<file path="src/rtl/rf_pkg.sv">
// Shared sizing constants for the register-file operand-fetch slice.
package rf_pkg;

    localparam int DATA_W   = 32;
    localparam int ADDR_W   = 5;
    localparam int NUM_REGS = 32;
    localparam int ZERO_REG = 0;

endpackage : rf_pkg

</file>
<file path="src/rtl/rf_scoreboard.sv">
// Busy-register scoreboard: one pending bit per architectural register, with
// the writeback clear and issue set applied together (set wins on a collision).
module rf_scoreboard
    import rf_pkg::*;
#(
    parameter int ADDR_W = rf_pkg::ADDR_W
) (
    input  logic              clk_i,
    input  logic              reset_i,
    input  logic              set_en_i,
    input  logic [ADDR_W-1:0] set_addr_i,
    input  logic              clr_en_i,
    input  logic [ADDR_W-1:0] clr_addr_i,
    input  logic [ADDR_W-1:0] look_a_i,
    input  logic [ADDR_W-1:0] look_b_i,
    input  logic [ADDR_W-1:0] look_d_i,
    output logic              pend_a_o,
    output logic              pend_b_o,
    output logic              pend_d_o
);

    localparam int N_REGS = 2 ** ADDR_W;

    logic [N_REGS-1:0] busy_q;
    logic [N_REGS-1:0] busy_d;

    // NOTE: every always_comb output starts from a full default so no path
    // leaves it unassigned and no latch is inferred.
    always_comb begin
        busy_d = busy_q;
        if (clr_en_i) begin
            busy_d[clr_addr_i] = 1'b0;
        end
        if (set_en_i) begin
            busy_d[set_addr_i] = 1'b1;
        end
        busy_d[ZERO_REG] = 1'b0;
    end

    // NOTE: sequential state uses non-blocking assignment only, so every flop
    // samples the pre-edge value of its neighbours.
    always_ff @(posedge clk_i) begin
        if (reset_i) begin
            busy_q <= '0;
        end else begin
            busy_q <= busy_d;
        end
    end

    // A register retiring this very cycle is not pending: its data is on the bypass.
    assign pend_a_o = busy_q[look_a_i] & ~(clr_en_i & (clr_addr_i == look_a_i));
    assign pend_b_o = busy_q[look_b_i] & ~(clr_en_i & (clr_addr_i == look_b_i));
    assign pend_d_o = busy_q[look_d_i] & ~(clr_en_i & (clr_addr_i == look_d_i));

endmodule : rf_scoreboard

</file>
<file path="src/rtl/rf_operand_fetch.sv">
// Operand-fetch / writeback front end: drives the RF ports, bypasses same-cycle
// writeback data, stalls on pending writes and registers operands for execute.
module rf_operand_fetch
    import rf_pkg::*;
#(
    parameter int DATA_W = rf_pkg::DATA_W,
    parameter int ADDR_W = rf_pkg::ADDR_W
) (
    input  logic              Clk,
    input  logic              Reset,
    input  logic              InValid,
    output logic              InReady,
    input  logic [ADDR_W-1:0] InRs,
    input  logic [ADDR_W-1:0] InRt,
    input  logic [ADDR_W-1:0] InRd,
    input  logic              InRdWr,
    output logic [ADDR_W-1:0] Ard1,
    output logic [ADDR_W-1:0] Ard2,
    input  logic [DATA_W-1:0] Dout1,
    input  logic [DATA_W-1:0] Dout2,
    input  logic              WbValid,
    input  logic [ADDR_W-1:0] WbAddr,
    input  logic [DATA_W-1:0] WbData,
    output logic [ADDR_W-1:0] Awr,
    output logic [DATA_W-1:0] Din,
    output logic              WrEn,
    output logic              OutValid,
    input  logic              OutReady,
    output logic [DATA_W-1:0] OutOpA,
    output logic [DATA_W-1:0] OutOpB,
    output logic [ADDR_W-1:0] OutRd,
    output logic              OutRdWr
);

    logic              pend_a, pend_b, pend_d;
    logic              hazard, accept, set_en;
    logic [DATA_W-1:0] op_a, op_b;

    logic              valid_q, valid_d;
    logic [DATA_W-1:0] opa_q, opa_d;
    logic [DATA_W-1:0] opb_q, opb_d;
    logic [ADDR_W-1:0] rd_q, rd_d;
    logic              rdwr_q, rdwr_d;

    assign Ard1 = InRs;
    assign Ard2 = InRt;
    assign Awr  = WbAddr;
    assign Din  = WbData;
    assign WrEn = WbValid & ~Reset;

    rf_scoreboard #(.ADDR_W(ADDR_W)) u_scoreboard (
        .clk_i      (Clk),
        .reset_i    (Reset),
        .set_en_i   (set_en),
        .set_addr_i (InRd),
        .clr_en_i   (WbValid),
        .clr_addr_i (WbAddr),
        .look_a_i   (InRs),
        .look_b_i   (InRt),
        .look_d_i   (InRd),
        .pend_a_o   (pend_a),
        .pend_b_o   (pend_b),
        .pend_d_o   (pend_d)
    );

    assign hazard  = InValid & (pend_a | pend_b | (InRdWr & pend_d));
    assign InReady = (~OutValid | OutReady) & ~hazard & ~Reset;
    assign accept  = InValid & InReady;
    assign set_en  = accept & InRdWr & (InRd != ADDR_W'(ZERO_REG));

    // Register 0 beats the bypass, the bypass beats the (not yet written) RF.
    function automatic logic [DATA_W-1:0] pick_operand(
        input logic [ADDR_W-1:0] src,
        input logic [DATA_W-1:0] rf_data
    );
        if (src == ADDR_W'(ZERO_REG)) begin
            return '0;
        end else if (WbValid && (WbAddr == src)) begin
            return WbData;
        end else begin
            return rf_data;
        end
    endfunction

    assign op_a = pick_operand(InRs, Dout1);
    assign op_b = pick_operand(InRt, Dout2);

    always_comb begin
        valid_d = valid_q;
        opa_d   = opa_q;
        opb_d   = opb_q;
        rd_d    = rd_q;
        rdwr_d  = rdwr_q;
        if (accept) begin
            valid_d = 1'b1;
            opa_d   = op_a;
            opb_d   = op_b;
            rd_d    = InRd;
            rdwr_d  = InRdWr;
        end else if (OutReady) begin
            valid_d = 1'b0;
        end
    end

    always_ff @(posedge Clk) begin
        if (Reset) begin
            valid_q <= 1'b0;
            opa_q   <= '0;
            opb_q   <= '0;
            rd_q    <= '0;
            rdwr_q  <= 1'b0;
        end else begin
            valid_q <= valid_d;
            opa_q   <= opa_d;
            opb_q   <= opb_d;
            rd_q    <= rd_d;
            rdwr_q  <= rdwr_d;
        end
    end

    assign OutValid = valid_q;
    assign OutOpA   = opa_q;
    assign OutOpB   = opb_q;
    assign OutRd    = rd_q;
    assign OutRdWr  = rdwr_q;

endmodule : rf_operand_fetch

</file>
<file path="config.mk">
export PLATFORM = sky130hd
export DESIGN_NAME = rf_operand_fetch
export DESIGN_NICKNAME = d
export VERILOG_FILES = /design/src/rtl/rf_pkg.sv /design/src/rtl/rf_scoreboard.sv /design/src/rtl/rf_operand_fetch.sv
export SDC_FILE = /design/constraint.sdc
export NUM_CORES = 1
export LEC_CHECK = 0
export BUFFER_PORTS_ARGS = -buffer_cell sky130_fd_sc_hd__buf_4
export CORE_MARGIN = 2
export CORE_UTILIZATION = 30
export CTS_BUF_LIST = sky130_fd_sc_hd__clkbuf_16
export CTS_CLUSTER_SIZE = 12
export DETAILED_ROUTE_END_ITERATION = 10
export GPL_TIMING_DRIVEN = 0
export PLACE_DENSITY = 0.62
export SKIP_LAST_GASP = 1
export SYNTH_ARGS = -nofsm -noshare
export SYNTH_HDL_FRONTEND = slang
export SYNTH_SLANG_ARGS = --single-unit
</file>
<file path="constraint.sdc">
create_clock -name Clk -period 2.7 [get_ports Clk]
set_clock_uncertainty 0.2 [all_clocks]
set_input_delay 0 -clock Clk [delete_from_list [all_inputs] [get_ports Clk]]
set_output_delay 0 -clock Clk [all_outputs]
set_load 0.02 [all_outputs]
</file>
; Word level (Yosys, flattened, before mapping)
; Index checks and enable logic that the tools add are counted.
[totals]
ff_bits = 103
wordCells = 68
output_inout_bits = 120
input_bits = 122
[classes]
eq_ne = 3
reduce_logical = 8
n_lt_le_gt_ge = 6
mux = 18
n_bitwise = 26
[op_table]
columns = operator, n
row1 = two-way mux 32 bit, 6
row2 = bitwise AND 32 bit, 1
row3 = inverter 32 bit, 1
row4 = bitwise OR 32 bit, 1
row5 = "less-than comparator 5 x 6 -> 1 bit, second input constant", 4
row6 = binary-select mux 1 bit (select 5 bit), 3
row7 = equality test 5 bit, 3
row8 = bitwise AND 1 bit, 14
row9 = demux 1 bit (select 5 bit), 2
row10 = "greater-or-equal comparator 5 x 1 -> 1 bit, second input constant", 2
row11 = zero test 5 bit, 2
row12 = two-way mux 1 bit, 7
row13 = inverter 1 bit, 6
row14 = nonzero test 5 bit, 1
row15 = logical AND 1 bit, 4
row16 = bitwise OR 1 bit, 3
row17 = nonzero test 2 bit, 1

; Longest topological paths before layout
[depth]
depth_word = 14
ltp_mapped = 10
mapped_depth_nobuf = 6

; Modules after synthesis
; From an unflattened synthesis, not the netlist that was laid out.
[hier_totals]
cells_unflattened = 737
area_unflattened_um2 = 6716.4
[modules_own_cells]
columns = module, n_inst, area_per_inst_um2, cells_per_inst, seq_area_each_um2
row1 = rf_operand_fetch, 1, 4411.7, 476, 1421.4
row2 = rf_scoreboard, 1, 2304.7, 261, 620.6

; Worst setup path before layout
; No wires, ideal clock.
[synth_path]
path_kind = reg2reg
startpoint = reg u_scoreboard.busy_q[27]
endpoint = reg u_scoreboard.busy_q[30]
n_path_buf = 2
setup_ns = 0.088
arrival_time_ns = 1.991
synth_period_minus_slack_ns = 2.279
path_stages_with_launch = 9
setup_slack_ns = 0.421
required_ns = 2.412
cell_sequence = dfxtp_1 > mux4_2 > mux2i_1 > o221ai_1 > o311ai_2 > nand4_1 > buf_4 > buf_6 > o31ai_1
[synth_via]
elab_chain_len = 13
word_cells_on_any_way = 20
classes_between = mux (7) / bitwise (13)
[synth_lines]
columns = item, line
row1 = start: declaration, rf_scoreboard.sv:24  ; logic [N_REGS-1:0] busy_q;
row2 = start signal: assignment, rf_scoreboard.sv:46  ; busy_q <= busy_d;
row3 = binary-select mux 1 bit (select 5 bit) (on tied branches), "rf_scoreboard.sv:51, rf_scoreboard.sv:52, rf_scoreboard.sv:53"
row4 = two-way mux 1 bit (on tied branches), "rf_scoreboard.sv:51, rf_scoreboard.sv:52, rf_scoreboard.sv:53"
row5 = bitwise AND 1 bit (on tied branches), "rf_scoreboard.sv:51, rf_scoreboard.sv:52, rf_scoreboard.sv:53"
row6 = bitwise OR 1 bit or bitwise AND 1 bit (tied branches), rf_operand_fetch.sv:66  ; assign hazard = InValid & (pend_a | pend_b | (InRdWr & pend_d));
row7 = bitwise OR 1 bit (*), rf_operand_fetch.sv:66
row8 = bitwise AND 1 bit (*), rf_operand_fetch.sv:66
row9 = inverter 1 bit (*), rf_operand_fetch.sv:67  ; assign InReady = (~OutValid | OutReady) & ~hazard & ~Reset;
row10 = bitwise AND 1 bit (*) (2 in a row), rf_operand_fetch.sv:67
row11 = bitwise AND 1 bit (*), rf_operand_fetch.sv:68  ; assign accept = InValid & InReady;
row12 = bitwise AND 1 bit (*) (2 in a row), rf_operand_fetch.sv:69  ; assign set_en = accept & InRdWr & (InRd != ADDR_W'(ZERO_REG));
row13 = two-way mux 32 bit (*), rf_scoreboard.sv:34  ; if (set_en_i) begin
; Every way passes the cells marked *; elsewhere a longest branch is shown, timed or not. The select of a mux whose other input is x is not followed.
; A chain may end at the register's enable or synchronous reset.

; Worst setup path in the final report
[layout_path]
startpoint = in InRd[1]
endpoint = reg u_scoreboard.busy_q[27]
[layout_via]
elab_chain_len = 14
word_cells_on_any_way = 23
classes_between = order compare (2) / eq/ne (1) / mux (5) / bitwise (13) / reduce/logical (2)
[layout_lines]
columns = item, line
row1 = start: declaration, rf_operand_fetch.sv:15  ; input logic [ADDR_W-1:0] InRd,
row2 = branches (longest 13 deep; another with binary-select mux 1 bit (select 5 bit)), -
row3 = two-way mux 32 bit (*), rf_scoreboard.sv:34
; Every way passes the cells marked *. The select of a mux whose other input is x is not followed.

==> run metrics <==
layout cells sized above 1 41.99%; yosys warns 0; post-synthesis mux area share roughly 30%; unrepaired setup endpoints after global routing true; number of buffers created by CTS 9; grt ovf 0; Core Rows 54; fin nets 1184; first-pass GRT wire length 38490 um; vias in the first global route between 6000 and 7000; Slew Limit Fails 0; Arr. time, crit path between 2 and 3 ns; Skew-Pair Late Insertion Delay 0.36 ns; Cell Pwr Density 390.7 nW/um^2; die area about 23000 um^2; TritonCTS clock tree done; post-synthesis register bit count just over 100; area fraction in compound gates after synthesis 6.644%; path type of the worst setup path input port to flop; DP Worst Slack -0.4275 ns; drt first pass iters 5; Critical Path Start Type input port; Post-Synth XOR/XNOR Area ~2.0%; post-route setup slack -0.01950 ns; most common flop cell mapped by yosys dfxtp_1; # H-tree levels 3; Wirelength per Cell roughly 19 um; Synth Area in Adders 0%; mean post-synth cell area 9.416 um^2; hold_ws -0.005718 ns; status finished with violations; IO Port Bufs 232; critical path peak fanout 10; relative slew slack roughly 42%; P&R area growth vs syn 58.59%; # DRC 0; Iter 0 DRT Violations 379; diode count 0; mapped cell area ~6600 um^2; Syn Inst Count roughly 700; root buffer cell clkbuf_16; final hold vios 4; largest family of logic cells by synthesized area multiplexers; height of the die 152.6 um; max_cap viols 0; Worst Hold Class input port to flop; Reg clk slew, reported paths 0.08 ns; simple-gate area share of the yosys netlist between 20% and 30%; HPWL Detailed 17460 um; DIE WIDTH about 150 um; failing checks hold timing, setup timing; DRT antenna net count 0; peak supply drop 0.2728 mV; post-synthesis sequential area ratio 30.80%; Post-synth EDFFs 0; clock buffer depth 2; fin crit share 100.7%; Leak 0.004695 uW; Vias 6658; largest net degree at the start of global routing 20; clk sink count 102; initial antenna violation count 0; vias per std cell 4.943; routability cong. 0.9285; syn_nets 826; endpoint type of the worst setup path flop; Post-synth ARST share 0%; max frequency 0.3677 GHz; slew at the pin with the worst max-slew slack 0.8699 ns; CORE AREA between 20000 and 25000 um^2; GR Util All Layers 20.85%; WL final between 20000 and 30000 um; minimum clock period after layout 2.720 ns; IO Pins 242; Setup TNS -0.03479 ns; Req. time, crit path between 2 and 3 ns; setup violators final 2; Netlist cell types 40; initial cell density of the core about 30%
## final cells by class
type,instances,area (um^2)
Fill cell,2059,11240
Multi-Input combinational cell,494,4146
Timing Repair Buffer,350,2949
Sequential cell,102,2049
Buffer,103,694.4
Tap cell,280,350.3
Clock buffer,9,225.2
Clock inverter,7,90.09
Inverter,2,7.507
## where the power goes
group,switching (uW),internal (uW)
logic,535,578
registers,29.1,1550
clock network,669,742
total,1230,2870
## metal layers
metal | wire length (um) | vias to the layer above | share of wire, % | global-route usage [%]
met5 | 0 | - | 0 | 0
met4 | 919 | 0 | 3.6 | 7.496
met3 | 1996 | 69 | 7.8 | 5.347
met2 | 12340 | 346 | 49 | 36.02
met1 | 10170 | 3117 | 40 | 25.03
li1 | - | 3126 | - | -
## placed cells by master (no fill, tap or decap), types with 4 or more instances in the layout
| cell | Yosys | routed |
|---|---|---|
| mux4_2 | 21 | 21 |
| buf_2 | 7 | 7 |
| buf_4 | 56 | 285 |
| buf_6 | 3 | 4 |
| o31ai_4 | 0 | 12 |
| nor2_1 | 7 | 7 |
| clkbuf_16 | 0 | 11 |
| nor2b_1 | 26 | 26 |
| nand3b_1 | 22 | 22 |
| nand3_1 | 8 | 8 |
| nand2_1 | 92 | 92 |
| o21ai_0 | 16 | 16 |
| o31ai_2 | 0 | 4 |
| dlygate4sd3_1 | 0 | 113 |
| dfxtp_2 | 0 | 6 |
| mux2_2 | 73 | 73 |
| dfxtp_1 | 102 | 96 |
| nand2b_1 | 73 | 73 |
| mux2i_1 | 70 | 69 |
| o31ai_1 | 28 | 12 |
| nor4_1 | 4 | 4 |
| nor3_1 | 5 | 5 |
| clkbuf_1 | 37 | 31 |
| xor2_1 | 12 | 12 |
| nor3b_1 | 6 | 6 |
## timing repair
action | CTS | global route
hold endpoints to repair | 86 | 4
buffers inserted | 0 | 2
hold buffers | 110 | 3
cloned | 0 | 3
gates resized for setup | 2 | 61
endpoints found under the setup margin | 44 | 103
pin swaps | 1 | 15
## synthesized netlist by cell type, types with 3 or more instances
cell type | instances | share of area (%)
nor2b_1 | 26 | 2.5
nand3_1 | 8 | 0.60
mux2i_1 | 70 | 11
buf_1 | 3 | 0.17
mux2_2 | 73 | 12
clkbuf_1 | 37 | 2.1
xor2_1 | 12 | 1.6
dfxtp_1 | 102 | 31
nor2_1 | 7 | 0.40
buf_6 | 3 | 0.51
nor4_1 | 4 | 0.38
mux4_2 | 21 | 7.1
and3_1 | 3 | 0.28
nor3_1 | 5 | 0.38
nand2b_1 | 73 | 6.9
nand2_1 | 92 | 5.2
a21oi_1 | 4 | 0.30
nand3b_1 | 22 | 2.5
o31ai_1 | 28 | 3.2
xnor2_1 | 3 | 0.40
o21ai_0 | 16 | 1.2
buf_2 | 7 | 0.53
buf_4 | 56 | 6.3
nor3b_1 | 6 | 0.68
## cell families (layout without fill, tap and decap cells)
kind of cell | count (synthesis) | after routing
XOR/XNOR | 15 | 15
flip-flops | 102 | 102
multiplexers | 164 | 164
AND/OR/NAND/NOR | 254 | 254
buffers and inverters | 108 | 471
AO/OA/AOI/OAI | 61 | 61
## registers in the layout (all words and copies together), names as in the netlist
name	count
OutOpB	32
u_scoreboard.busy_q	31
OutValid	1
OutRd	5
OutOpA	32
OutRdWr	1
## critical path, cell delays in order
cell and delay, ns:
clkbuf_1 0.35, clkbuf_1 0.54, mux4_2 0.42, a22o_1 0.22, o311ai_2 0.37, nand4_1 0.17, buf_6 0.17, buf_12 0.15
buf_12 0.14, o31ai_4 0.22
## stage by stage
step / hold slack [ns] / instances / util (%) / total power (uW) / instance area, um^2
5_1_grt: 0.01391 / 1347 / 48.32 / 4274 / 10510
4_1_cts: 0.08867 / 1342 / 46.61 / 4089 / 10140
3_5_place_dp: -0.0007669 / 1216 / 40.09 / 2542 / 8721
3_3_place_gp: -0.002460 / 1216 / 40.09 / 2539 / 8721
2_1_floorplan: -0.08741 / 704 / - / 2132 / 6629
6_report: -0.005718 / 1347 / 48.32 / 4107 / 10510
## worst paths after layout
path              slack, ns  cells past startpoint                          startpoint                                 end
setup / recovery      -0.02                     10                             InRd[1]  u_scoreboard.busy_q[27]$_SDFF_PP0_
hold / removal       -0.006                      5                           WbAddr[3]   u_scoreboard.busy_q[5]$_SDFF_PP0_
setup reg to reg          0                      9  u_scoreboard.busy_q[11]$_SDFF_PP0_  u_scoreboard.busy_q[27]$_SDFF_PP0_
hold reg to reg        0.28                      2             OutOpA[13]$_SDFFE_PP0P_             OutOpA[13]$_SDFFE_PP0P_
(Power assumes the default switching activity.)
